<file path="src/rtl/ccff_loader_pkg.sv">
// Shared types and helpers for the configuration-chain loader.
package ccff_loader_pkg;

  typedef enum logic [1:0] {
    IDLE  = 2'd0,
    FILL  = 2'd1,
    SHIFT = 2'd2,
    DONE  = 2'd3
  } ccff_state_e;

  // Number of bitstream words needed to cover a chain of chainLen bits.
  function automatic int ccff_words(input int chainLen, input int wordW);
    return (chainLen + wordW - 1) / wordW;
  endfunction

endpackage

</file>
<file path="src/rtl/ccff_chain_loader_if.sv">
// Bitstream word stream (valid/ready) feeding the configuration-chain loader.
interface ccff_chain_loader_if #(
  parameter int WORD_W = 32
) ();

  logic [WORD_W-1:0] in_data;
  logic              in_valid;
  logic              in_ready;

  modport master (output in_data, output in_valid, input in_ready);
  modport slave  (input in_data, input in_valid, output in_ready);

endinterface

</file>
<file path="src/rtl/ccff_word_serializer.sv">
// One-entry prefetch buffer plus MSB-first shift register; o_head is the bit on ccff_head.
module ccff_word_serializer #(
  parameter int WORD_W = 32
) (
  input  logic              clk,
  input  logic              rst_n,
  input  logic              i_clear,
  input  logic              i_push,
  input  logic [WORD_W-1:0] i_data,
  input  logic              i_advance,
  output logic              o_head,
  output logic              o_bufEmpty,
  output logic              o_canAdvance
);

  localparam int LEFT_W = $clog2(WORD_W);

  logic [WORD_W-1:0] r_shift;
  logic [WORD_W-1:0] r_buf;
  logic [LEFT_W-1:0] r_left;
  logic              r_bufFull;
  logic              r_head;
  logic              w_wordEmpty;
  logic              w_takeDirect;

  assign w_wordEmpty  = (r_left == '0);
  // An exhausted word with an empty buffer takes a same-cycle pushed word straight in.
  assign w_takeDirect = i_advance && w_wordEmpty && !r_bufFull;
  assign o_canAdvance = !w_wordEmpty || r_bufFull || i_push;
  assign o_bufEmpty   = !r_bufFull;
  assign o_head       = r_head;

  always_ff @(posedge clk or negedge rst_n) begin
    if (!rst_n) begin
      r_shift   <= '0;
      r_buf     <= '0;
      r_left    <= '0;
      r_bufFull <= 1'b0;
      r_head    <= 1'b0;
    end else if (i_clear) begin
      r_left    <= '0;
      r_bufFull <= 1'b0;
    end else begin
      if (i_advance) begin
        if (!w_wordEmpty) begin
          r_head  <= r_shift[WORD_W-1];
          r_shift <= {r_shift[WORD_W-2:0], 1'b0};
          r_left  <= r_left - LEFT_W'(1);
        end else if (r_bufFull) begin
          r_head    <= r_buf[WORD_W-1];
          r_shift   <= {r_buf[WORD_W-2:0], 1'b0};
          r_left    <= LEFT_W'(WORD_W - 1);
          r_bufFull <= 1'b0;
        end else begin
          r_head  <= i_data[WORD_W-1];
          r_shift <= {i_data[WORD_W-2:0], 1'b0};
          r_left  <= LEFT_W'(WORD_W - 1);
        end
      end
      if (i_push && !w_takeDirect) begin
        r_buf     <= i_data;
        r_bufFull <= 1'b1;
      end
    end
  end

endmodule

</file>
<file path="src/rtl/ccff_chain_loader.sv">
// Serializes bitstream words onto the configuration chain and counts exactly CHAIN_LEN shifts.
// Define CCFF_LOADER_READBACK_EN to add ccff_tail capture into rb_data/rb_valid.
module ccff_chain_loader
  import ccff_loader_pkg::*;
#(
  parameter int WORD_W    = 32,
  parameter int CHAIN_LEN = 32,
  parameter int CNT_W     = $clog2(CHAIN_LEN + 1)
) (
  input  logic prog_clk,
  input  logic prog_reset_n,
  input  logic start,
  ccff_chain_loader_if.slave in_bus,
  output logic ccff_head,
  output logic chain_shift_en,
  output logic busy,
  output logic done
`ifdef CCFF_LOADER_READBACK_EN
  ,
  input  logic              ccff_tail,
  output logic [WORD_W-1:0] rb_data,
  output logic              rb_valid
`endif
);

  localparam int NWORDS  = ccff_words(CHAIN_LEN, WORD_W);
  localparam int WCNT_W  = $clog2(NWORDS + 1);

  ccff_state_e       r_state;
  ccff_state_e       w_nextState;
  logic [CNT_W-1:0]  r_bitCnt;
  logic [WCNT_W-1:0] r_wordCnt;
  logic              w_startLoad;
  logic              w_push;
  logic              w_advance;
  logic              w_lastShift;
  logic              w_bufEmpty;
  logic              w_canAdvance;
  logic              w_head;

  assign busy            = (r_state == FILL) || (r_state == SHIFT);
  assign done            = (r_state == DONE);
  assign chain_shift_en  = (r_state == SHIFT);
  assign ccff_head       = w_head;
  assign w_startLoad     = start && ((r_state == IDLE) || (r_state == DONE));
  assign in_bus.in_ready = busy && w_bufEmpty && (r_wordCnt < WCNT_W'(NWORDS));
  assign w_push          = in_bus.in_valid && in_bus.in_ready;
  assign w_lastShift     = (r_state == SHIFT) && (r_bitCnt == CNT_W'(CHAIN_LEN - 1));

  always_ff @(posedge prog_clk or negedge prog_reset_n) begin
    if (!prog_reset_n) begin
      r_state <= IDLE;
    end else begin
      r_state <= w_nextState;
    end
  end

  always_comb begin
    w_nextState = r_state;
    w_advance   = 1'b0;
    case (r_state)
      IDLE, DONE: begin
        if (start) w_nextState = FILL;
      end
      FILL: begin
        if (w_push) begin
          w_advance   = 1'b1;
          w_nextState = SHIFT;
        end
      end
      SHIFT: begin
        // The remaining bits of a partial final word are simply never advanced into.
        if (w_lastShift) begin
          w_nextState = DONE;
        end else if (w_canAdvance) begin
          w_advance = 1'b1;
        end else begin
          w_nextState = FILL;
        end
      end
      default: w_nextState = IDLE;
    endcase
  end

  always_ff @(posedge prog_clk or negedge prog_reset_n) begin
    if (!prog_reset_n) begin
      r_bitCnt  <= '0;
      r_wordCnt <= '0;
    end else if (w_startLoad) begin
      r_bitCnt  <= '0;
      r_wordCnt <= '0;
    end else begin
      if (r_state == SHIFT) r_bitCnt <= r_bitCnt + CNT_W'(1);
      if (w_push) r_wordCnt <= r_wordCnt + WCNT_W'(1);
    end
  end

  ccff_word_serializer #(.WORD_W(WORD_W)) u_serializer (
    .clk         (prog_clk),
    .rst_n       (prog_reset_n),
    .i_clear     (w_startLoad),
    .i_push      (w_push),
    .i_data      (in_bus.in_data),
    .i_advance   (w_advance),
    .o_head      (w_head),
    .o_bufEmpty  (w_bufEmpty),
    .o_canAdvance(w_canAdvance)
  );

`ifdef CCFF_LOADER_READBACK_EN
  localparam int RB_W = $clog2(WORD_W);

  logic [RB_W-1:0]   r_rbCnt;
  logic [RB_W-1:0]   w_rbIdx;
  logic [WORD_W-1:0] r_rbAcc;
  logic [WORD_W-1:0] w_rbBit;
  logic [WORD_W-1:0] w_rbNext;
  logic [WORD_W-1:0] r_rbData;
  logic              r_rbValid;

  // Tail bits fill from the MSB down, so a short final word comes out left-justified.
  always_comb begin
    w_rbIdx          = RB_W'(WORD_W - 1) - r_rbCnt;
    w_rbBit          = '0;
    w_rbBit[w_rbIdx] = ccff_tail;
    w_rbNext         = r_rbAcc | w_rbBit;
  end

  always_ff @(posedge prog_clk or negedge prog_reset_n) begin
    if (!prog_reset_n) begin
      r_rbCnt   <= '0;
      r_rbAcc   <= '0;
      r_rbData  <= '0;
      r_rbValid <= 1'b0;
    end else begin
      r_rbValid <= 1'b0;
      if (w_startLoad) begin
        r_rbCnt <= '0;
        r_rbAcc <= '0;
      end else if (chain_shift_en) begin
        if ((r_rbCnt == RB_W'(WORD_W - 1)) || w_lastShift) begin
          r_rbData  <= w_rbNext;
          r_rbValid <= 1'b1;
          r_rbAcc   <= '0;
          r_rbCnt   <= '0;
        end else begin
          r_rbAcc <= w_rbNext;
          r_rbCnt <= r_rbCnt + RB_W'(1);
        end
      end
    end
  end

  assign rb_data  = r_rbData;
  assign rb_valid = r_rbValid;
`else
  // Without readback the chain tail is not observed at all.
`endif

endmodule

</file>
<file path="src/flat_wrapper.sv">
// flat-port wrapper written by rule: the top's interface ports become plain ports
module ccff_chain_loader_flat import ccff_loader_pkg::*;
#(
  parameter int WORD_W    = 32,
  parameter int CHAIN_LEN = 32,
  parameter int CNT_W     = $clog2(CHAIN_LEN + 1)
)
  (prog_clk, prog_reset_n, start, ccff_head, chain_shift_en, busy, done, in_bus_in_data, in_bus_in_valid, in_bus_in_ready);
  ccff_chain_loader_if #(.WORD_W(WORD_W)) in_bus_i ();
  input  logic prog_clk;
  input  logic prog_reset_n;
  input  logic start;
  output logic ccff_head;
  output logic chain_shift_en;
  output logic busy;
  output logic done;
  input wire logic [$bits(in_bus_i.in_data)-1:0] in_bus_in_data;
  input wire logic [$bits(in_bus_i.in_valid)-1:0] in_bus_in_valid;
  output wire logic [$bits(in_bus_i.in_ready)-1:0] in_bus_in_ready;
  assign in_bus_i.in_data = in_bus_in_data;
  assign in_bus_i.in_valid = in_bus_in_valid;
  assign in_bus_in_ready = in_bus_i.in_ready;
  ccff_chain_loader #(.WORD_W(WORD_W), .CHAIN_LEN(CHAIN_LEN), .CNT_W(CNT_W)) u_core (.prog_clk(prog_clk), .prog_reset_n(prog_reset_n), .start(start), .in_bus(in_bus_i), .ccff_head(ccff_head), .chain_shift_en(chain_shift_en), .busy(busy), .done(done));
endmodule
</file>
<file path="config.mk">
export PLATFORM = sky130hd
export DESIGN_NAME = ccff_chain_loader_flat
export DESIGN_NICKNAME = d
export VERILOG_FILES = /design/src/rtl/ccff_loader_pkg.sv /design/src/rtl/ccff_chain_loader_if.sv /design/src/rtl/ccff_word_serializer.sv /design/src/rtl/ccff_chain_loader.sv /design/src/flat_wrapper.sv
export SDC_FILE = /design/constraint.sdc
export NUM_CORES = 1
export LEC_CHECK = 0
export CAP_MARGIN = 20
export CORE_ASPECT_RATIO = 0.6
export CORE_MARGIN = 4
export CORE_UTILIZATION = 25
export CTS_BUF_LIST = sky130_fd_sc_hd__clkbuf_4
export CTS_CLUSTER_DIAMETER = 100
export DETAILED_ROUTE_END_ITERATION = 7
export SLEW_MARGIN = 20
export SYNTH_ARGS = -nofsm -noshare
export SYNTH_HDL_FRONTEND = slang
export SYNTH_SLANG_ARGS = --single-unit
</file>
<file path="constraint.sdc">
create_clock -name prog_clk -period 3.2 [get_ports prog_clk]
set_input_delay 0.48 -clock prog_clk [delete_from_list [all_inputs] [get_ports prog_clk]]
set_output_delay 0.48 -clock prog_clk [all_outputs]
set_load 0.02 [all_outputs]
</file>
---- Yosys cells after proc, flatten, opt, wreduce, memory -nomap -nowiden ----
Index checks and enable logic that the tools add are counted.
word-level totals
  input bits .............................. 36
  bits in registers ....................... 80
  output and inout port bits .............. 5
cells by class
  mux-type cells .......................... 24
  equal/unequal tests ..................... 7
  order comparisons ....................... 1
  bitwise operators ....................... 1
  reduce and logical (&&, ||, !) cells .... 27
  add/subtract/negate cells ............... 3
operator list
  cell                   count
  $mux W32               2
  $mux W5                3
  $mux W6                2
  $mux W1                11
  $logic_and A1 B1 Y1    8
  $mux W2                4
  $add A6 B1 Y6 const B  1
  $eq A6 B5 Y1 const B   1
  $pmux W2 S3            1
  $reduce_and A2 Y1      3
  $reduce_bool A2 Y1     3
  $reduce_bool A3 Y1     2
  $logic_not A5 Y1       1
  $sub A5 B1 Y5 const B  1
  $eq A2 B2 Y1 const B   2
  $logic_or A1 B1 Y1     4
  $ne A2 B2 Y1 const B   2
  $logic_not A1 Y1       3
  $ne A3 B2 Y1 const B   1
  $reduce_and A3 Y1      1
  $eq A2 B1 Y1 const B   1
  $logic_not A2 Y1       1
  $pmux W1 S2            1
  $reduce_or A2 Y1       1
  3 further kinds        3

---- Logic depth before layout (Yosys ltp) ----
Gate-level depths: netlist of run 1.
  depth in word-level cells ............... 15
  depth in mapped cells ................... 9

---- By module ----
A second synthesis of run 1 with hierarchy kept.
unflattened totals
  cells, all modules ...................... 368
  area total of the unflattened synthesis .. 3876.2 um2
by module, submodules not included
  module                area an instance (um2)  cells each  instances
  ccff_word_serializer  3323.2                  314         1
  ccff_chain_loader     553.0                   54          1

---- Least setup slack after synthesis of run 1 ----
Ideal clock, no wire load.
  path type ............................... register -> register
  start point ............................. register u_core.r_state[0]
  end point ............................... register u_core.u_serializer.r_head (netlist: u_core.u_serializer.o_head)
  period minus slack after synthesis ...... 2.371 ns
  buffers on the path ..................... 2
  setup time .............................. 0.125 ns
  slack ................................... 0.829 ns
  cell stages (with the launch flop) ...... 9
  data arrival time ....................... 2.246 ns
  required time ........................... 3.075 ns
  cells stage by stage .................... dfrtp_1 -> inv_1 -> ha_1 -> nor4b_1 -> o311a_1 -> a21o_1 -> buf_6 -> buf_6 -> mux2_4
between the ends
  word-level cells in the longest chain between the ends .. 10
  elaborated cells on any way between the ends .. 18
  classes of those cells .................. eq/ne: 3; mux: 4; bitwise: 1; reduce/logical: 10
RTL lines
  what                                          line                                                                       RTL
  start, declared                               ccff_chain_loader.sv:29                                                    ccff_state_e r_state;
  start signal, assigned                        ccff_chain_loader.sv:54                                                    r_state <= w_nextState;
  $eq A2 B1 Y1 or $eq A2 B2 Y1 (tied branches)  ccff_chain_loader.sv:41, ccff_chain_loader.sv:61, ccff_chain_loader.sv:48
  $logic_or A1 B1 Y1                            ccff_chain_loader.sv:41                                                    assign busy = (r_state == FILL) || (r_state == SHIFT);
  $logic_and A1 B1 Y1 (2 in a row)              ccff_chain_loader.sv:46                                                    assign in_bus.in_ready = busy && w_bufEmpty && (r_wordCnt < WCNT_W'(NWORDS));
  $logic_and A1 B1 Y1                           ccff_chain_loader.sv:47                                                    assign w_push = in_bus.in_valid && in_bus.in_ready;
  $logic_or A1 B1 Y1                            ccff_word_serializer.sv:29                                                 assign o_canAdvance = !w_wordEmpty || r_bufFull || i_push;
  $mux W1                                       ccff_chain_loader.sv:75                                                    end else if (w_canAdvance) begin
  $mux W1                                       ccff_chain_loader.sv:73                                                    if (w_lastShift) begin
  $pmux W1 S2                                   ccff_chain_loader.sv:61                                                    case (r_state)
  $reduce_and A2 Y1 (no source line) *          --
  end signal, assigned                          ccff_word_serializer.sv:46                                                 r_head <= r_shift[WORD_W-1];
  end signal, assigned                          ccff_word_serializer.sv:50                                                 r_head <= r_buf[WORD_W-1];
  end signal, assigned                          ccff_word_serializer.sv:55                                                 r_head <= i_data[WORD_W-1];
  end, declared                                 ccff_word_serializer.sv:22                                                 logic r_head;
Mark *: on every way between the ends. The rest lies on a longest branch, timed or not.
A chain may end at the register's enable or synchronous reset.

---- Worst setup path in the final report of run 1 ----
  start point ............................. register u_core.r_state[0]
  end point ............................... register u_core.u_serializer.r_buf[24]
between the ends
  word-level cells in the longest chain between the ends .. 14
  elaborated cells on any way between the ends .. 22
  classes of those cells .................. eq/ne: 3; mux: 4; bitwise: 1; reduce/logical: 14
RTL lines
  what                                          line                                                                       RTL
  $eq A2 B1 Y1 or $eq A2 B2 Y1 (tied branches)  ccff_chain_loader.sv:41, ccff_chain_loader.sv:61, ccff_chain_loader.sv:48
  $logic_or A1 B1 Y1                            ccff_chain_loader.sv:41
  $logic_and A1 B1 Y1 (2 in a row)              ccff_chain_loader.sv:46
  $logic_and A1 B1 Y1                           ccff_chain_loader.sv:47
  $logic_or A1 B1 Y1                            ccff_word_serializer.sv:29
  $mux W1                                       ccff_chain_loader.sv:75
  $mux W1                                       ccff_chain_loader.sv:73
  $pmux W1 S2                                   ccff_chain_loader.sv:61
  $logic_and A1 B1 Y1 (2 in a row)              ccff_word_serializer.sv:28                                                 assign w_takeDirect = i_advance && w_wordEmpty && !r_bufFull;
  $logic_not A1 Y1                              ccff_word_serializer.sv:60                                                 if (i_push && !w_takeDirect) begin
  $logic_and A1 B1 Y1                           ccff_word_serializer.sv:60
  $reduce_and A2 Y1 (no source line) *          --
  end signal, assigned                          ccff_word_serializer.sv:61                                                 r_buf <= i_data;
  end, declared                                 ccff_word_serializer.sv:19                                                 logic [WORD_W-1:0] r_buf;
Marked as above.

==> impl_results.md, run 1 <==
* Largest net degree at the start of global routing at 80
* Synth Area in Adders at 0.0185
* Share of cells above drive strength 1 at 0.230
* Tot GR Track Use at 0.0937
* Routability cong. at 0.753
* Final min period at 2.64 ns
* Post-synthesis async set-or-reset flop share at 1.00
* Crit Reg-Reg Startpoint: u_core.r_state[0]
* Cell Rows at 35
* Clock Power Share at 0.132
* Placed Instances at 573
* EDFF count, synth at 0
* NumNets Final at 424
* Syn avg cell area at 11.8 sq um
* Multi-input gate area at 0.00195 sq mm
* Drt pass-1 iters at 4
* GR Layer Usage met2 at 0.138
* CORE AREA at 0.0156 sq mm
* Startpoint Class: flop
* Critical path class: flop to flop
* Max Root-Sink Buffers at 2
* Ys flop type: dfrtp_1
* Storage element area at 0.00198 sq mm
* Hold-fix buffers, CTS at 0
* Outcome: finished, final reports clean
* Critical-path top delay cell: or4b_2
* TritonCTS buffer count at 9
* P_int at 2.92 mW
* Synth Area in Compound Gates at 0.0881
* # DRC at 0
* Combinational fraction of design power at 0.497
* Slew @ Worst Pin at 0.736 ns
* Routed WL at 8270 um
* Fin Setup TNS at 0 ns
* HPWL Detailed at 5430 um
* Post-Syn Area at 0.00406 sq mm
* Part of the Yosys area used for sequential elements at 0.487
* Synth Area in XOR/XNOR at 0.00862
* GR Util met3 at 0.0271
* FF-to-FF path depth at 7
* IO buf count at 40
* Fin. Hold Viols at 0
* Initial Utilization at 0.260
* Number of filler cells placed in the layout at 1567
* RSZ-0062 raised after global routing: no
* Wire per inst at 14.0 um
* R2R Setup Slk at 0.56 ns
* Switching power at 1.64 mW
* Worst EP required at 3.52 ns
* Max IR drop VDD at 0.324 mV
* GRT overflow at 0
* Met1 GRT Util at 0.134
* Via Count at 2676
* Maximum clock rate at 0.378 GHz
* CTS Sinks at 79
* Clk Latency, worst-skew pair at 0.42 ns
* Final core utilization at 0.310
* Critical-path cell list: inv_1 -> ha_1 -> or4b_2 -> nor2_1 -> a21oi_4 -> buf_16 -> mux2_1
* Worst Skew at 0.0157 ns
* Synthesized instance count at 345
* First-pass GRT wire length at 14000 um
* Setup Fix Bufs, Post-CTS at 0
* Die X at 173 um
* Critical Path AT at 2.97 ns
* Vias in the first global route at 2742
* Reg clk slew, reported paths at 0.14 ns
* Mux contribution to synthesized area at 0.285
* RR Endpoint: u_core.u_serializer.r_buf[24]
* PostCTS Resize Cnt at 0
* Post-Synth Simple-Gate Area at 0.0779
* Synth Net Count at 387
* Finished Layout Cells at 590
* Final Setup Violations at 0
* Htree depth at 3
* CP Max Fanout at 23
* Count of different cell masters after synthesis at 41
* Worst min path class: input pin to async pin
* GRT Max-Usage Layer: met2
* Final antenna-violating net count at 0
* Root Buffer Master: clkbuf_4
* Max Slew Vio Count at 0
* Largest family of logic cells by synthesized area: multiplexers
* Vias per inst at 4.54
* Die ar. at 0.0184 sq mm
* Chip Height at 107 um
* CP Capture Type: flop
* Final worst-path cycle share at 0.826
* Crit-path max cell delay at 0.73 ns
* Leakage power total at 2.06 nW
* P per Cell Area at 943 mW/mm^2
* Syn. warnings at 0
* Worst slew margin at 0.509
* CTS tree: yes
* P&R area growth vs syn at 19.1%
* DR iter-0 viols at 131
* Initial antenna violation count at 0
* Synthesized flop and latch total at 79
* # diodes at 0
* Sequential share of power at 0.371
* Switching portion of total power at 0.360
* Max_cap viols at 0
* Top-Level Pins at 41
Yosys cell counts, drive strengths merged (2+ instances only):
master / count / area share
a21oi: 5 / 0.0071
nor2: 12 / 0.011
nand2: 38 / 0.035
dfrtp: 79 / 0.49
nor3: 5 / 0.0062
nand4: 2 / 0.0031
and2: 2 / 0.0031
a211oi: 5 / 0.0092
o21a: 2 / 0.0037
clkbuf: 11 / 0.010
nor4b: 2 / 0.0043
ha: 6 / 0.018
inv: 8 / 0.0074
buf: 10 / 0.018
mux2i: 35 / 0.086
o311a: 2 / 0.0049
mux2: 63 / 0.20
xor2: 3 / 0.0065
or4b: 2 / 0.0049
o21ai: 38 / 0.047
cells in the final DEF, fill, tap and decap left out, types with 3 or more instances in the layout:
cell type | netlist | layout
nand2_1 | 38 | 38
nor2_1 | 12 | 12
nor3_1 | 5 | 5
clkbuf_4 | 0 | 11
dfrtp_1 | 79 | 78
inv_1 | 8 | 8
clkdlybuf4s50_1 | 0 | 39
mux2_2 | 32 | 32
o21ai_0 | 38 | 38
mux2_1 | 5 | 5
xor2_1 | 3 | 3
a211oi_1 | 5 | 5
a21oi_1 | 4 | 4
mux2i_1 | 35 | 35
ha_1 | 6 | 6
buf_4 | 0 | 5
mux2_4 | 26 | 26
power groups by stage:
stage          logic, mW  clock network, mW  registers [mW]
3_5_place_dp        2.25                  0            1.72
2_1_floorplan       1.83                  0            1.65
4_1_cts             2.26              0.632            1.70
6_report            2.27              0.601            1.69
3_3_place_gp        2.18                  0            1.69
5_1_grt             2.52              0.672            1.75
routing by layer:
metal / wire [um] / share of wire
met1: 4280 / 0.52
met2: 3610 / 0.44
met3: 299 / 0.036
met4: 80 / 0.0097
met5: 0 / 0
layout make-up:
type	count	area share
flip-flops and latches	79	0.409
multi-input cells	237	0.403
repair buffers	47	0.101
well taps	203	0.0525
clock buffers	11	0.0171
clock inverters	5	0.0119
inverters	8	0.00620
logic make-up after synthesis:
logic type	after synthesis
compound gates	60
xor+xnor	4
fa+ha+maj	6
buf+inv	29
flops	79
mux	98
simple gates	69
stage by stage:
step / total power, mW / instance area, sq um / hold WS, ns / worst slack, ns
finish: 4.56 / 4840 / 0.0863 / 0.557
CTS: 4.59 / 4810 / 0.249 / 0.459
global route: 4.94 / 4840 / 0.123 / 0.445
floorplan: 3.47 / 4060 / 0.184 / 0.829
detailed placement: 3.97 / 4670 / 0.475 / 0.444
global placement: 3.87 / 4670 / 0.462 / 0.511
how the worst max path moves through the flow:
stage                                             start                            end  slack [ns]  cells past startpoint
after floorplan                       u_core.r_state[0]     u_core.u_serializer.o_head        0.83                      8
after global placement                  in_bus_in_valid  u_core.u_serializer.r_buf[29]        0.51                      5
after detailed placement                in_bus_in_valid  u_core.u_serializer.r_buf[19]        0.44                      5
after CTS                 u_core.u_serializer.r_left[0]   u_core.u_serializer.r_buf[7]        0.46                      7
after global routing                  u_core.r_state[0]  u_core.u_serializer.r_buf[24]        0.45                      7
final                                 u_core.r_state[0]  u_core.u_serializer.r_buf[24]        0.56                      7
sequential cells by signal, summed over array words and instances, names as in the netlist:
| name | count |
|---|---|
| u_core.u_serializer.r_shift | 31 |
| u_core.r_bitCnt | 6 |
| u_core.u_serializer.r_buf | 32 |
| u_core.u_serializer.r_bufFull | 1 |
| u_core.r_wordCnt | 1 |
| u_core.r_state | 2 |
| u_core.u_serializer.o_head | 1 |
| u_core.u_serializer.r_left | 5 |
worst max-delay path: cells and delay by family, from the launching register on:
family / cells / cell delay, ns
fa+ha+maj: 1 / 0.37
mux: 1 / 0.32
buf+inv: 2 / 0.29
flops: 1 / 0.42
simple gates: 2 / 0.96
compound gates: 1 / 0.18
(Power assumes the default switching activity.)
==> run 2, diff against run 1 <==
clock period = 2.6 ns   (was 3.2 ns; I/O delays follow)
==> run 2 against run 1 <==
Setup slack worse by 0.40 ns. Sequential share of layout area decreased by 0.58 points. Die area is the same. Count of clock-buffer cells in the layout decreased by 2. Sequential power up 23%. Utilization grew 0.45 points. Largest cell class is now multi-input combinational cells. Largest power group unchanged. Highest routed layer unchanged.
==> impl_results.md, run 2 (synthesis results as in run 1) <==
* Outcome: finished, final reports clean
* Worst min path class: flop to flop
* Max_cap viols at 0 (unchanged)
* Root Buffer Master: clkbuf_4
* RR Endpoint: u_core.u_serializer.r_shift[15]
* Critical path class: flop to flop
* Initial antenna violation count at 0 (unchanged)
* Reg clk slew, reported paths at 0.14 ns (about the same)
* Max Root-Sink Buffers at 2 (unchanged)
* FF-to-FF path depth at 7 (unchanged)
* DR iter-0 viols at 79 (-40%)
* Final Setup Violations at 0 (unchanged)
* Via Count at 2635 (-1.5%)
* Cell Rows at 35 (unchanged)
* HPWL Detailed at 5620 um (+3.4%)
* IO buf count at 40 (unchanged)
* Max reg flops at 32 (unchanged)
* Fin Hold WS at 0.491 ns (+0.405 ns)
* Critical Path AT at 2.80 ns (-0.17 ns)
* R2R Setup Slk at 0.16 ns (-0.40 ns)
* Chip Height at 107 um (unchanged)
* # diodes at 0 (unchanged)
* Placed Instances at 578 (+0.87%)
* Worst EP required at 2.95 ns (-0.57 ns)
* Startpoint Class: flop
* Final worst-path cycle share at 0.939 (+0.114)
* Die X at 173 um (unchanged)
* Worst Skew at 0.0171 ns (+0.00142 ns)
* Finished Layout Cells at 596 (+1.0%)
* TritonCTS buffer count at 9 (unchanged)
* Final min period at 2.44 ns (-0.200 ns)
* Htree depth at 3 (unchanged)
* Max Slew Vio Count at 0 (unchanged)
* Vias per inst at 4.42 (-2.5%)
* Clk Latency, worst-skew pair at 0.45 ns (+0.03 ns)
* Max IR drop VDD at 0.386 mV (+19%)
* Maximum clock rate at 0.409 GHz (+8.2%)
* Fin. Hold Viols at 0 (unchanged)
* Critical-path cell list: inv_1 -> ha_1 -> or4b_2 -> o21a_1 -> a21o_2 -> buf_4 -> mux2_4
* Register with the most flip-flops: u_core.u_serializer.r_buf
* Initial Utilization at 0.260 (unchanged)
* RSZ-0062 raised after global routing: no
* Final antenna-violating net count at 0 (unchanged)
* Slew @ Worst Pin at 0.895 ns (+0.159 ns)
* Number of filler cells placed in the layout at 1553 (-0.89%)
* HP Start: u_core.u_serializer.r_left[0]
* # DRC at 0 (unchanged)
* CP Capture Type: flop
* Routability cong. at 0.817 (+8.5%)
* CORE AREA at 0.0156 sq mm (unchanged)
* Crit Reg-Reg Startpoint: u_core.u_serializer.r_left[0]
* Wire per inst at 14.5 um (+3.5%)
* Tot GR Track Use at 0.0980 (+0.00426)
* Vias in the first global route at 2819 (+2.8%)
* Top flop regs: u_core.u_serializer.r_buf x32, u_core.u_serializer.r_shift x31, u_core.r_bitCnt x6
* Critical-path top delay cell: or4b_2
* Hold Crit Endpoint: u_core.u_serializer.r_left[0]
* WHS Path Cells at 1
* Top-Level Pins at 41 (unchanged)
* Die ar. at 0.0184 sq mm (unchanged)
* Most common cell after layout, fill and taps aside: dfrtp_1
* Crit-path max cell delay at 0.67 ns (-0.06 ns)
* First-pass GRT wire length at 14600 um (+4.2%)
* GRT overflow at 0 (unchanged)
* Drt pass-1 iters at 4 (unchanged)
* CTS tree: yes
* Leakage power total at 2.10 nW (+1.7%)
* CP Max Fanout at 11 (-52%)
* P&R area growth vs syn at 20.9%
* NumNets Final at 430 (+1.4%)
* Share of cells above drive strength 1 at 0.252 (+0.0219)
* Routed WL at 8650 um (+4.6%)
* Worst slew margin at 0.397 (-0.112)
* Most frequent cells in the layout: 78 x dfrtp_1, 38 x nand2_1, 38 x o21ai_0, 37 x clkdlybuf4s50_1, 35 x mux2i_1
* P per Cell Area at 1170 mW/mm^2 (+24%)
* Largest net degree at the start of global routing at 67 (-16%)
* CTS Sinks at 79 (unchanged)
[run 2: what timing repair did]
action,CTS,global route
gates resized for setup,9,1
buffers inserted,0,0
endpoints found under the hold margin,48,0
hold buffers,1,0
pin swaps,1,0
setup endpoints to repair,33,6
gates cloned,1,0
[run 2: layout make-up]
class                      count  area, sq um  share of cell area
clock inverter                 7         77.6              0.0158
sequential                    79         1980               0.403
multi-input combinational    238         2000               0.408
inverter                       8         30.0             0.00612
timing repair buffer          52          500               0.102
tap                          203          254              0.0517
clock buffer                   9         67.6              0.0138
[run 2: worst max path at each step]
stage / start / endpoint / slack [ns] / depth (start not counted)
floorplan: u_core.r_state[0] / u_core.u_serializer.o_head / 0.23 / 8
detailed placement: u_core.u_serializer.r_left[0] / u_core.u_serializer.r_buf[18] / -0.09 / 6
finish: u_core.u_serializer.r_left[0] / u_core.u_serializer.r_shift[15] / 0.16 / 7
CTS: u_core.r_bitCnt[0] / u_core.u_serializer.r_buf[24] / 0.14 / 5
global placement: u_core.r_state[0] / u_core.u_serializer.r_buf[24] / 0.004 / 6
global route: u_core.r_bitCnt[0] / u_core.u_serializer.r_buf[25] / 0.06 / 5
[run 2: through the flow]
step	setup TNS (ns)	util	power [mW]	instance area, sq um	setup WS, ns
after global placement	0	0.301	4.81	4710	0.00370
after global routing	0	0.314	6.19	4910	0.0592
after floorplan	0	-	4.27	4060	0.229
final	0	0.314	5.72	4910	0.157
after CTS	0	0.314	5.79	4900	0.144
after detailed placement	-2.46	0.301	4.93	4710	-0.0897
[run 2: per-layer routing]
| metal | GRT usage | up-vias | part of all wire |
|---|---|---|---|
| met4 | 0.0251 | 0 | 0.014 |
| li1 | - | 1313 | - |
| met3 | 0.0303 | 15 | 0.033 |
| met5 | 0 | - | 0 |
| met1 | 0.137 | 1270 | 0.51 |
| met2 | 0.148 | 37 | 0.44 |
[run 2: critical path: cells and delay by family (launching register included)]
kind / cells / cell delay [ns]
adder cells (fa/ha/maj): 1 / 0.16
buffers and inverters: 2 / 0.30
AND/OR/NAND/NOR: 1 / 0.67
multiplexers: 1 / 0.31
flip-flops: 1 / 0.42
AO/OA/AOI/OAI: 2 / 0.48
[run 2: power breakdown]
| group | total (mW) | switching (mW) | internal (mW) | leakage (nW) |
|---|---|---|---|---|
| logic | 2.86 | 1.36 | 1.50 | 1.04 |
| clock network | 0.781 | 0.479 | 0.303 | 0.0773 |
| registers | 2.08 | 0.304 | 1.78 | 0.977 |
| total | 5.72 | 2.14 | 3.58 | 2.10 |
==> run 3, diff against run 2 <==
ABC_CLOCK_PERIOD_IN_PS = 2600   (was unset)
==> results of run 3 <==
The final DEF is identical to that of run 2; final timing and power are the same.
